$ cat src/rtl/tm1638_key_reader_if.sv
// Signal bundle between a host and the TM1638 key-scan reader.
// slave: the reader itself; master: the host/board side (request and DIO pad readback).
interface tm1638_key_reader_if;
   logic        req;
   logic        dio_in;
   logic        stb;
   logic        clk_kHz;
   logic        dio_out;
   logic        dio_oe;
   logic        busy;
   logic [31:0] keys;
   logic        valid;
   logic        any_key;

   modport slave (
      input  req, dio_in,
      output stb, clk_kHz, dio_out, dio_oe, busy, keys, valid, any_key
   );

   modport master (
      output req, dio_in,
      input  stb, clk_kHz, dio_out, dio_oe, busy, keys, valid, any_key
   );
endinterface

$ cat src/rtl/tm1638_key_reader.sv
// TM1638 key-scan reader: on req, sends the read-keys command (0x42), releases DIO
// for a turnaround gap, clocks in 32 key bits LSB first, then publishes them on keys.
// Optional macro TM1638_KEY_DEBOUNCE_EN: keys only update when two consecutive raw
// scans match; valid still pulses at every frame end.
module tm1638_key_reader #(
   parameter int unsigned CLK_DIV     = 50,
   parameter int unsigned WAIT_CYCLES = 200
) (
   input  logic                 clk,
   input  logic                 rst,
   tm1638_key_reader_if.slave   bus
);

   typedef enum logic [2:0] {IDLE, CMD, TURN, READ, STOP} state_t;

   localparam logic [7:0]  CMD_BYTE  = 8'h42;
   localparam logic [9:0]  DIV_LAST  = 10'(CLK_DIV - 1);
   localparam logic [11:0] WAIT_LAST = 12'(WAIT_CYCLES - 1);

   state_t      state, state_nx;
   logic [9:0]  div_cnt;
   logic        ph;          // 0 = serial clock low half, 1 = high half
   logic [4:0]  bit_cnt;
   logic [11:0] wait_cnt;
   logic [31:0] shift_q;
   logic [31:0] keys_q;
   logic        valid_q;
   logic        any_q;

   logic div_end, bit_end, sample, frame_done, take;

   assign div_end    = (div_cnt == DIV_LAST);
   assign bit_end    = div_end && ph;
   assign sample     = (state == READ) && ph && (div_cnt == '0);
   assign frame_done = (state == STOP) && div_end;

`ifdef TM1638_KEY_DEBOUNCE_EN
   logic [31:0] prev_q;

   // Remember the previous raw scan so a new one is accepted only if it repeats.
   always_ff @(posedge clk) begin
      if (!rst)           prev_q <= '0;
      else if (frame_done) prev_q <= shift_q;
   end

   assign take = (shift_q == prev_q);
`else
   assign take = 1'b1;
`endif

   // Next-state decode for the frame sequencer.
   always_comb begin
      state_nx = state;
      case (state)
         IDLE:    if (bus.req)                       state_nx = CMD;
         CMD:     if (bit_end && bit_cnt == 5'd7)    state_nx = TURN;
         TURN:    if (wait_cnt == WAIT_LAST)         state_nx = READ;
         READ:    if (bit_end && bit_cnt == 5'd31)   state_nx = STOP;
         STOP:    if (div_end)                       state_nx = IDLE;
         default:                                    state_nx = IDLE;
      endcase
   end

   // State register plus bit/phase/wait counters; all counters reload on a state change.
   always_ff @(posedge clk) begin
      if (!rst) begin
         state    <= IDLE;
         div_cnt  <= '0;
         ph       <= 1'b0;
         bit_cnt  <= '0;
         wait_cnt <= '0;
      end else begin
         state <= state_nx;
         if (state_nx != state) begin
            div_cnt  <= '0;
            ph       <= 1'b0;
            bit_cnt  <= '0;
            wait_cnt <= '0;
         end else begin
            case (state)
               CMD, READ: begin
                  if (div_end) begin
                     div_cnt <= '0;
                     ph      <= ~ph;
                     if (ph) bit_cnt <= bit_cnt + 5'd1;
                  end else begin
                     div_cnt <= div_cnt + 10'd1;
                  end
               end
               TURN:    wait_cnt <= wait_cnt + 12'd1;
               STOP:    div_cnt  <= div_cnt + 10'd1;
               default: ;
            endcase
         end
      end
   end

   // Capture DIO on the first cycle of each serial-clock high half, LSB first.
   always_ff @(posedge clk) begin
      if (!rst)        shift_q <= '0;
      else if (sample) shift_q <= {bus.dio_in, shift_q[31:1]};
   end

   // Publish the scan and the completion pulse as IDLE is re-entered.
   always_ff @(posedge clk) begin
      if (!rst) begin
         keys_q  <= '0;
         any_q   <= 1'b0;
         valid_q <= 1'b0;
      end else begin
         valid_q <= frame_done;
         if (frame_done && take) begin
            keys_q <= shift_q;
            any_q  <= |shift_q;
         end
      end
   end

   assign bus.stb     = (state == IDLE);
   assign bus.clk_kHz = (state == CMD || state == READ) ? ph : 1'b1;
   assign bus.dio_oe  = (state == CMD);
   assign bus.dio_out = (state == CMD) ? CMD_BYTE[bit_cnt[2:0]] : 1'b0;
   assign bus.busy    = (state != IDLE) || valid_q;
   assign bus.keys    = keys_q;
   assign bus.valid   = valid_q;
   assign bus.any_key = any_q;

endmodule

$ cat src/flat_wrapper.sv
// flat-port wrapper written by rule: the top's interface ports become plain ports
module tm1638_key_reader_flat 
#(
   parameter int unsigned CLK_DIV     = 50,
   parameter int unsigned WAIT_CYCLES = 200
)
  (clk, rst, bus_req, bus_dio_in, bus_stb, bus_clk_kHz, bus_dio_out, bus_dio_oe, bus_busy, bus_keys, bus_valid, bus_any_key);
  tm1638_key_reader_if bus_i ();
  input  logic clk;
  input  logic rst;
  input wire logic [$bits(bus_i.req)-1:0] bus_req;
  input wire logic [$bits(bus_i.dio_in)-1:0] bus_dio_in;
  output wire logic [$bits(bus_i.stb)-1:0] bus_stb;
  output wire logic [$bits(bus_i.clk_kHz)-1:0] bus_clk_kHz;
  output wire logic [$bits(bus_i.dio_out)-1:0] bus_dio_out;
  output wire logic [$bits(bus_i.dio_oe)-1:0] bus_dio_oe;
  output wire logic [$bits(bus_i.busy)-1:0] bus_busy;
  output wire logic [$bits(bus_i.keys)-1:0] bus_keys;
  output wire logic [$bits(bus_i.valid)-1:0] bus_valid;
  output wire logic [$bits(bus_i.any_key)-1:0] bus_any_key;
  assign bus_i.req = bus_req;
  assign bus_i.dio_in = bus_dio_in;
  assign bus_stb = bus_i.stb;
  assign bus_clk_kHz = bus_i.clk_kHz;
  assign bus_dio_out = bus_i.dio_out;
  assign bus_dio_oe = bus_i.dio_oe;
  assign bus_busy = bus_i.busy;
  assign bus_keys = bus_i.keys;
  assign bus_valid = bus_i.valid;
  assign bus_any_key = bus_i.any_key;
  tm1638_key_reader #(.CLK_DIV(CLK_DIV), .WAIT_CYCLES(WAIT_CYCLES)) u_core (.clk(clk), .rst(rst), .bus(bus_i));
endmodule
$ cat config.mk
export PLATFORM = sky130hd
export DESIGN_NAME = tm1638_key_reader_flat
export DESIGN_NICKNAME = d
export VERILOG_FILES = /design/src/rtl/tm1638_key_reader_if.sv /design/src/rtl/tm1638_key_reader.sv /design/src/flat_wrapper.sv
export SDC_FILE = /design/constraint.sdc
export NUM_CORES = 1
export LEC_CHECK = 0
export BUFFER_PORTS_ARGS = -buffer_cell sky130_fd_sc_hd__clkbuf_2
export CAP_MARGIN = 20
export CORE_MARGIN = 2
export CORE_UTILIZATION = 58
export DETAILED_ROUTE_END_ITERATION = 16
export PLACE_DENSITY = 0.79
export RECOVER_POWER = 25
export SLEW_MARGIN = 0
export SYNTH_ARGS = -nofsm -noshare
export SYNTH_HDL_FRONTEND = slang
export SYNTH_SLANG_ARGS = --single-unit
$ cat constraint.sdc
create_clock -name clk -period 2.2 [get_ports clk]
set_input_delay 0.11 -clock clk [delete_from_list [all_inputs] [get_ports clk]]
set_output_delay 0.11 -clock clk [all_outputs]
set_load 0.05 [all_outputs]
==> results of run 1 <==
==> power by group <==
group	internal [mW]	total, mW	switching, mW
logic	0.0418	0.115	0.0731
registers	1.78	1.78	0.00603
clock network	0.559	1.24	0.679
total	2.38	3.13	0.758
==> flip-flops by register name, summed over array words and instances (netlist names), 3 cells and up, named ones only <==
| name | count |
|---|---|
| u_core.shift_q | 32 |
| u_core.bus.keys | 32 |
| u_core.state | 3 |
| u_core.bit_cnt | 5 |
| u_core.div_cnt | 10 |
| u_core.wait_cnt | 12 |
==> cell usage after synthesis, types with 2 or more instances <==
cell       n  area, sq um
o21ai_0    4         20.0
a21boi_0  26          195
mux2i_1   35          350
nor2b_1   34          213
dfxtp_1   98         1960
and3_1    12         75.1
xnor2_1    8         70.1
buf_2      6         30.0
a21boi_1   8         60.1
xor2_1    15          131
nor3_1     5         25.0
nand3_1    8         40.0
o211ai_1   2         15.0
nand4_1   10         62.6
a21oi_1    2         10.0
nor2_1    39          146
nor4_1     9         56.3
clkbuf_1  12         45.0
inv_1      4         15.0
ha_1       6         75.1
a31oi_1    3         18.8
nor3b_2    2         25.0
and4_1     4         35.0
buf_4      7         52.6
nand2_1   78          293
nand2b_1   4         25.0
==> per-layer routing <==
metal | vias up | part of all wire (%) | global-route usage [%]
met4 | 0 | 1.3 | 6.11
met5 | - | 0 | 0
met3 | 8 | 3.3 | 4.99
li1 | 1622 | - | -
met2 | 46 | 48 | 35.3
met1 | 1505 | 48 | 26.1
==> final timing paths <==
| path | to | startpoint | cells after the start | slack [ns] |
|---|---|---|---|---|
| worst max-delay path | register | u_core.bit_cnt[1] | 9 | 0.16 |
| worst min-delay path | u_core.shift_q[31] | bus_dio_in | 3 | 0.02 |
| worst min register to register | u_core.bus.keys[0] | u_core.bus.keys[0] | 2 | 0.46 |
| worst max register to register | register | u_core.bit_cnt[1] | 9 | 0.16 |
==> area by class of cell <==
class	instances	area [sq um]
fillers	629	2450
multi-input cells	330	2090
flip-flops and latches	98	1960
repair buffers	50	278
clock buffers	9	124
well taps	99	124
clock inverters	7	95.1
inverters	4	15.0
==> cell families after synthesis <==
kind of cell | Yosys count
AND/OR/NAND/NOR | 213
flip-flops | 98
AO/OA/AOI/OAI | 53
buffers and inverters | 30
adder cells (fa/ha/maj) | 6
XOR/XNOR | 23
multiplexers | 35
==> through the flow <==
stage	utilization, %	hold slack (ns)	cell area [sq um]
2_1_floorplan	-	0.276	4200
3_3_place_gp	63.1	0.372	4510
3_5_place_dp	63.1	0.384	4510
4_1_cts	66.2	0.0130	4730
5_1_grt	65.7	0.0563	4690
6_report	65.7	0.0154	4690
==> critical path: cells and delay by family (launching register included) <==
family          cells  cell delay [ns]
compound gates      4             0.64
fa+ha+maj           2             0.41
simple gates        2             0.38
flops               1             0.36
buf+inv             1             0.17
==> repair_timing <==
action | in CTS | in global routing
gates resized for setup | 0 | 1
hold buffers | 0 | 0
endpoints found under the setup margin | 0 | 3
==> impl_metrics.json, run 1 <==
{
  "gr-total-overflow": 0,
  "hold_viol": 0,
  "path_clk_slew_ns": 0.10,
  "syn_area_per_cell_sq_um": 9.16,
  "status": "finished, final reports clean",
  "final_cell_mix": "dfxtp_1 (98), nand2_1 (78), nor2_1 (39), mux2i_1 (35)",
  "first_global_vias": 2829,
  "antenna_cells": 0,
  "synth_fa_ha_area_share_pct": 1.79,
  "tritoncts": "yes",
  "h-tree-depth": 3,
  "die_y_microns": 89.1,
  "ys_seq_elements": 98,
  "clock_latency_ns": 0.36,
  "synth_top_family_by_area": "simple AND/OR/NAND/NOR gates",
  "slowest_delay_ns": 0.36,
  "dp_cells": 581,
  "port_buffers": 42,
  "grt_max_degree": 47,
  "layout.nets": 503,
  "crit_chain": "ha_2 -> and3_1 -> ha_1 -> and3_1 -> a31oi_1 -> o21ai_1 -> a22o_1 -> buf_12 -> a211oi_1",
  "final_cells": 597,
  "skew_ns": 0.0167,
  "critPathKind": "register to register",
  "async_flop_share_pct": 0,
  "cts_setup_buffers": 0,
  "relSlewSlack_pct": 58.6,
  "total_power_mw": 3.13,
  "cp_max_fo": 29,
  "fin_ws_ns": 0.159,
  "drive_above_1_share_pct": 7.83,
  "io_pins": 43,
  "tightest_slew_ns": 0.624,
  "syn_to_final_growth_pct": 11.7,
  "endpoint_kind": "register",
  "synth_mux_area_share_pct": 8.35,
  "syn_inst": 458,
  "num_rows": 31,
  "p_per_area_nw_per_um2": 669,
  "yosys_most_used_dff": "dfxtp_1",
  "grtUsageTotal_pct": 20.7,
  "netlist_area_sq_um": 4200,
  "dr.pass1.iters": 4,
  "fp.dieArea_sq_um": 7930,
  "hold_class": "input port to register",
  "cp.required_ns": 2.48,
  "core_sq_um": 7140,
  "drt_iter0_drc": 103,
  "synth_compound_area_share_pct": 9.06,
  "crit_slowest_cell": "dfxtp_1",
  "p_leak_nw": 1.88,
  "start_util_pct": 58.8,
  "die_x_microns": 89.1,
  "synth_seq_area_share_pct": 46.8,
  "clock_path_buffers": 2,
  "rsz0062_at_grt": "false",
  "final_common_cell": "dfxtp_1",
  "post-route-period-util_pct": 92.8,
  "min_period_ns": 2.04,
  "ir_drop_uv": 397,
  "grt_pass1_wl_mm": 12.9,
  "ys_warn_count": 0,
  "pre_cts_slack_ns": 0.154,
  "cts_made_buffers": 9,
  "cts_sinks": 98,
  "cpMostUsedCell": "and3_1",
  "vias": 3181,
  "post_drt_wl_per_cell_microns": 13.1,
  "antenna_found_initial": 0,
  "viasPerCell": 5.33,
  "synthesis.nets": 468,
  "finalMaxSlewViolations": 0,
  "drc": 0,
  "yosys.area_share.simple_pct": 25.6,
  "synth_cell_types": 43,
  "synth_xor_area_share_pct": 4.80,
  "setup_violations": 0,
  "worstPathArrival_ns": 2.32,
  "ant_nets": 0,
  "place.gp.congestion": 0.819,
  "fin_setup_tns_ns": 0,
  "cap_viol_max_count": 0,
  "drt_wl_total_mm": 7.85,
  "fmax_ghz": 0.490,
  "dp.final_hpwl_mm": 5.28,
  "cts_root_buf": "clkbuf_8",
  "worstSetupStartpointType": "register",
  "synth_edf_count": 0
}
(Power assumes the default switching activity.)
==> inputs of run 2 (changes only) <==
Settings changed: CORE_MARGIN 2 to 4, CORE_UTILIZATION 58 to 53, PLACE_DENSITY 0.79 to 0.76.
Clock period 2.2 ns to 1.6 ns, I/O delays scaled along.
==> run 2 against run 1 <==
Net effect:
- the flow now finishes with violations (setup timing)
- combinational power rose by 100%
- critical path depth did not move
- sequential share of layout area fell by 9.3 points
- routed wire length rose by 54%
- count of clock-buffer cells in the layout did not move
- highest routed layer unchanged
- via count rose by 15%
==> impl_metrics.json, run 2 (synthesis results as in run 1) <==
{
  "status": "complete, but fails checks",
  "failed_checks": "setup timing",
  "fp.dieArea_sq_um": 9410,
  "hold_class": "input port to register",
  "r2r_start": "u_core.bit_cnt[0]",
  "cts_root_buf": "clkbuf_8",
  "power_switching_mw": 1.13,
  "cap_viol_max_count": 0,
  "start_util_pct": 54.3,
  "swShare_pct": 26.5,
  "place_area_sq_um": 4910,
  "slowest_delay_ns": 0.36,
  "critical_path.startpoint": "u_core.bit_cnt[0]",
  "hold_start": "bus_req",
  "antenna_cells": 0,
  "dr.pass1.iters": 4,
  "num_rows": 32,
  "p_leak_nw": 2.67,
  "fmax_ghz": 0.523,
  "clock_latency_ns": 0.39,
  "port_buffers": 42,
  "worstPathArrival_ns": 2.21,
  "clock_path_buffers": 2,
  "viasPerCell": 5.48,
  "h-tree-depth": 3,
  "grt_pass1_wl_mm": 18.0,
  "reg2reg_slack_ns": -0.31,
  "min_to": "u_core.state[0]",
  "fin_setup_tns_ns": -15.54,
  "drive_above_1_share_pct": 42.3,
  "skew_ns": 0.0173,
  "grtUsageTotal_pct": 23.6,
  "grt_max_degree": 69,
  "finalMaxSlewViolations": 0,
  "min_period_ns": 1.91,
  "cts_sinks": 98,
  "cp_top_family": "compound AO/OA/AOI/OAI gates",
  "rr_worst_depth": 9,
  "antenna_found_initial": 0,
  "post-route-period-util_pct": 119,
  "relSlewSlack_pct": 60.2,
  "p_per_area_nw_per_um2": 706,
  "share_comb_of_total_power_pct": 5.4,
  "setup_violations": 96,
  "drt_iter0_drc": 213,
  "total_power_mw": 4.29,
  "dp.final_hpwl_mm": 6.05,
  "fillCellCount": 457,
  "crit_slowest_cell": "dfxtp_4",
  "first_global_vias": 3664,
  "power_frac_seq_pct": 57.0,
  "ant_nets": 0,
  "crit_chain": "ha_4 -> and3_4 -> ha_4 -> and3_4 -> a31oi_4 -> o21ai_2 -> a22o_4 -> buf_12 -> a211oi_2",
  "cp.required_ns": 1.90,
  "core_sq_um": 7730,
  "tritoncts": "yes",
  "power_frac_clock_pct": 37.6,
  "io_pins": 43,
  "p_int_mw": 3.15,
  "tightest_slew_ns": 0.599,
  "final_cells": 670,
  "hold_viol": 0,
  "die_x_microns": 97.0,
  "vias": 3672,
  "cts_made_buffers": 9,
  "endpoint_kind": "register",
  "critPathKind": "register to register",
  "final_common_cell": "dfxtp_1",
  "fin_area_sq_um": 6070,
  "gr-total-overflow": 0,
  "dp_cells": 629,
  "utilization_pct": 78.6,
  "die_y_microns": 97.0,
  "layout.nets": 573,
  "drt_wl_total_mm": 12.1,
  "hold_depth": 5,
  "place.gp.congestion": 0.898,
  "crit_buf_inv": 1,
  "fin_ws_ns": -0.311,
  "post_drt_wl_per_cell_microns": 18.0,
  "cp_max_fo": 15,
  "worstSetupStartpointType": "register",
  "drc": 0,
  "path_clk_slew_ns": 0.10,
  "syn_to_final_growth_pct": 44.7,
  "final_cell_mix": "dfxtp_1 (89), buf_4 (47), nor2_1 (35), nor2b_1 (33)",
  "rsz0062_at_grt": "true",
  "ir_drop_uv": 516
}
## run 2: stage by stage
step | hold slack [ns] | worst slack (ns)
final | 0.379 | -0.311
after global routing | 0.431 | -0.376
after CTS | 0.353 | -0.315
after detailed placement | 0.367 | -0.325
after global placement | 0.350 | -0.276
after floorplan | 0.246 | -0.251
## run 2: cell type report
class	instances	area, sq um	share of cell area (%)
Tap cell	102	128	2.10
Clock inverter	7	72.6	1.19
Inverter	4	17.5	0.288
Sequential cell	98	1980	32.6
Multi-Input combinational cell	330	2620	43.2
Timing Repair Buffer	120	1130	18.6
Clock buffer	9	124	2.04
## run 2: what timing repair did
action | in CTS | in global routing
buffers inserted | 10 | 6
hold buffers | 2 | 0
gates cloned | 10 | 2
endpoints found under the hold margin | 2 | 0
gates resized for setup | 89 | 114
setup endpoints to repair | 101 | 103
pin swaps | 37 | 49
## run 2: per-layer routing
| metal | vias up | global-route usage [%] | routed length, microns |
|---|---|---|---|
| met3 | 43 | 3.89 | 503 |
| li1 | 1769 | - | - |
| met4 | 0 | 10.9 | 439 |
| met5 | - | 0 | 0 |
| met1 | 1771 | 27.8 | 4870 |
| met2 | 89 | 41.7 | 6270 |
## run 2: how the worst max path moves through the flow
stage	to	slack (ns)	depth (start not counted)
after floorplan	u_core.bit_cnt[4]	-0.25	10
after global placement	register	-0.28	9
after detailed placement	register	-0.33	9
after CTS	register	-0.31	9
after global routing	register	-0.38	9
final	register	-0.31	9
## run 2: worst register-to-register path, cell delays in order (launching register included)
cell and delay, ns:
dfxtp_4 0.36, ha_4 0.17, and3_4 0.18, ha_4 0.15, and3_4 0.18, a31oi_4 0.14, o21ai_2 0.08, a22o_4 0.28
buf_12 0.15, a211oi_2 0.14
## run 2: power by group through the flow
stage          Sequential [mW]  Clock (mW)  Combinational [mW]
6_report                  2.44        1.61               0.233
2_1_floorplan             2.50           0               0.129
5_1_grt                   2.45        1.73               0.246
3_5_place_dp              2.50           0               0.175
4_1_cts                   2.44        1.60               0.189
3_3_place_gp              2.50           0               0.173
==> inputs of run 3 (changes only) <==
Settings changed: CORE_MARGIN 4 to default, GPL_TIMING_DRIVEN from default to 0.
==> run 3 against run 2 <==
Net effect:
- the flow still finishes with violations (setup timing)
- setup slack worse by 0.086 ns
- routed wire length down 15%
- utilization down 8.1 points
- worst hold slack lost 0.083 ns
- combinational power grew 11%
- largest cell class unchanged
- largest power group unchanged
==> impl_metrics.json, run 3 (synthesis results as in run 1) <==
{
  "die_y_microns": 91.0,
  "vias": 3563,
  "num_rows": 32,
  "io_pins": 43,
  "power_switching_mw": 1.03,
  "routed.top_layer": "met4",
  "drt_iter0_drc": 209,
  "p_leak_nw": 2.21,
  "post-route-period-util_pct": 125,
  "rsz0062_at_grt": "true",
  "antenna_found_initial": 0,
  "drt-met1-wl_mm": 4.36,
  "cap_viol_max_count": 0,
  "fmax_ghz": 0.501,
  "setup_violations": 98,
  "fin_ws_ns": -0.397,
  "grtUsageTotal_pct": 24.1,
  "endpoint_kind": "register",
  "utilization_pct": 70.5,
  "gr-total-overflow": 0,
  "place.gp.congestion": 0.787,
  "fp.dieArea_sq_um": 8280,
  "hold_class": "input port to register",
  "die_x_microns": 91.0,
  "drt_wl_total_mm": 10.3,
  "cp.required_ns": 1.90,
  "drc": 0,
  "path_clk_slew_ns": 0.10,
  "tritoncts": "yes",
  "wl_met3_microns": 461,
  "power_frac_clock_pct": 38.1,
  "grt_max_degree": 18,
  "failed_checks": "setup timing",
  "pre_cts_slack_ns": -0.489,
  "min_period_ns": 2.00,
  "post_drt_wl_per_cell_microns": 15.8,
  "total_power_mw": 4.36,
  "p_int_mw": 3.33,
  "hold_viol": 0,
  "drive_above_1_share_pct": 27.4,
  "finalMaxSlewViolations": 0,
  "share_comb_of_total_power_pct": 5.9,
  "skew_ns": 0.0105,
  "viasPerCell": 5.48,
  "power_frac_seq_pct": 56.0,
  "port_buffers": 42,
  "status": "complete, but fails checks",
  "cts_sinks": 98,
  "layout.nets": 553,
  "dp.final_hpwl_mm": 6.01,
  "whs_ns": 0.296,
  "fin_area_sq_um": 5420,
  "critPathKind": "register to register",
  "relSlewSlack_pct": 58.8,
  "cts_made_buffers": 9,
  "place_area_sq_um": 4620,
  "start_util_pct": 54.6,
  "h-tree-depth": 3,
  "worstSetupStartpointType": "register",
  "first_global_vias": 3370,
  "cp_max_fo": 5,
  "final_common_cell": "dfxtp_1",
  "p_per_area_nw_per_um2": 805,
  "clock_latency_ns": 0.37,
  "cts_root_buf": "clkbuf_8",
  "swShare_pct": 23.7,
  "antenna_cells": 0,
  "syn_to_final_growth_pct": 29.2,
  "final_cell_mix": "dfxtp_1 (91), nand2_1 (76), mux2i_1 (34), nor2b_1 (33), clkbuf_2 (29)",
  "core_sq_um": 7690,
  "ir_drop_uv": 493,
  "dr.pass1.iters": 5,
  "grt_pass1_wl_mm": 16.0,
  "ant_nets": 0,
  "worstPathArrival_ns": 2.30,
  "clock_path_buffers": 2,
  "met2_length_mm": 5.21,
  "tightest_slew_ns": 0.615
}
## run 3: final timing paths
path / startpoint / to / slack [ns] / cells after the start
worst max register to register: u_core.bit_cnt[1] / u_core.ph / -0.40 / 10
worst min register to register: u_core.bus.keys[28] / u_core.bus.keys[28] / 0.46 / 2
worst max-delay path: u_core.bit_cnt[1] / u_core.ph / -0.40 / 10
worst min-delay path: rst / u_core.bus.keys[8] / 0.30 / 3
## run 3: what timing repair did
item                                   in CTS  in global routing
setup buffers                              21                 11
setup endpoints to repair                  98                 98
resized for setup                          53                 42
hold buffers                                1                  0
gates cloned                                6                  0
pin swaps                                   6                  8
endpoints found under the hold margin       1                  0
## run 3: layer usage
metal | global-route usage [%] | vias to the layer above
met3 | 3.77 | 25
met1 | 29.2 | 1702
met5 | 0 | -
met2 | 41.9 | 111
met4 | 11.4 | 0
li1 | - | 1725
## run 3: cell type report
cell class / instances / area, sq um
Clock buffer: 10 / 138
Fill cell: 574 / 2270
Inverter: 4 / 15.0
Clock inverter: 6 / 73.8
Multi-Input combinational cell: 330 / 2330
Buffer: 23 / 228
Sequential cell: 98 / 1980
Timing Repair Buffer: 77 / 534
Tap cell: 102 / 128
## run 3: power groups by stage
stage	Sequential [mW]	Clock [mW]	Combinational (mW)
after CTS	2.44	1.69	0.221
after floorplan	2.50	0	0.129
final	2.44	1.66	0.259
after detailed placement	2.50	0	0.174
after global placement	2.50	0	0.172
after global routing	2.44	1.79	0.269
## run 3: metrics by stage
step | std cells | TNS, ns
3_5_place_dp | 602 | -28.21
4_1_cts | 641 | -10.36
3_3_place_gp | 602 | -23.35
2_1_floorplan | 458 | -5.72
6_report | 650 | -17.09
5_1_grt | 650 | -24.19
## run 3: critical path, cell delays in order, from the launching register on
cell	delay, ns
dfxtp_4	0.36
ha_4	0.16
and3_4	0.18
ha_4	0.16
and3_4	0.17
a31oi_1	0.14
o21ai_1	0.10
a22o_1	0.27
buf_6	0.15
buf_8	0.14
nor2_2	0.08
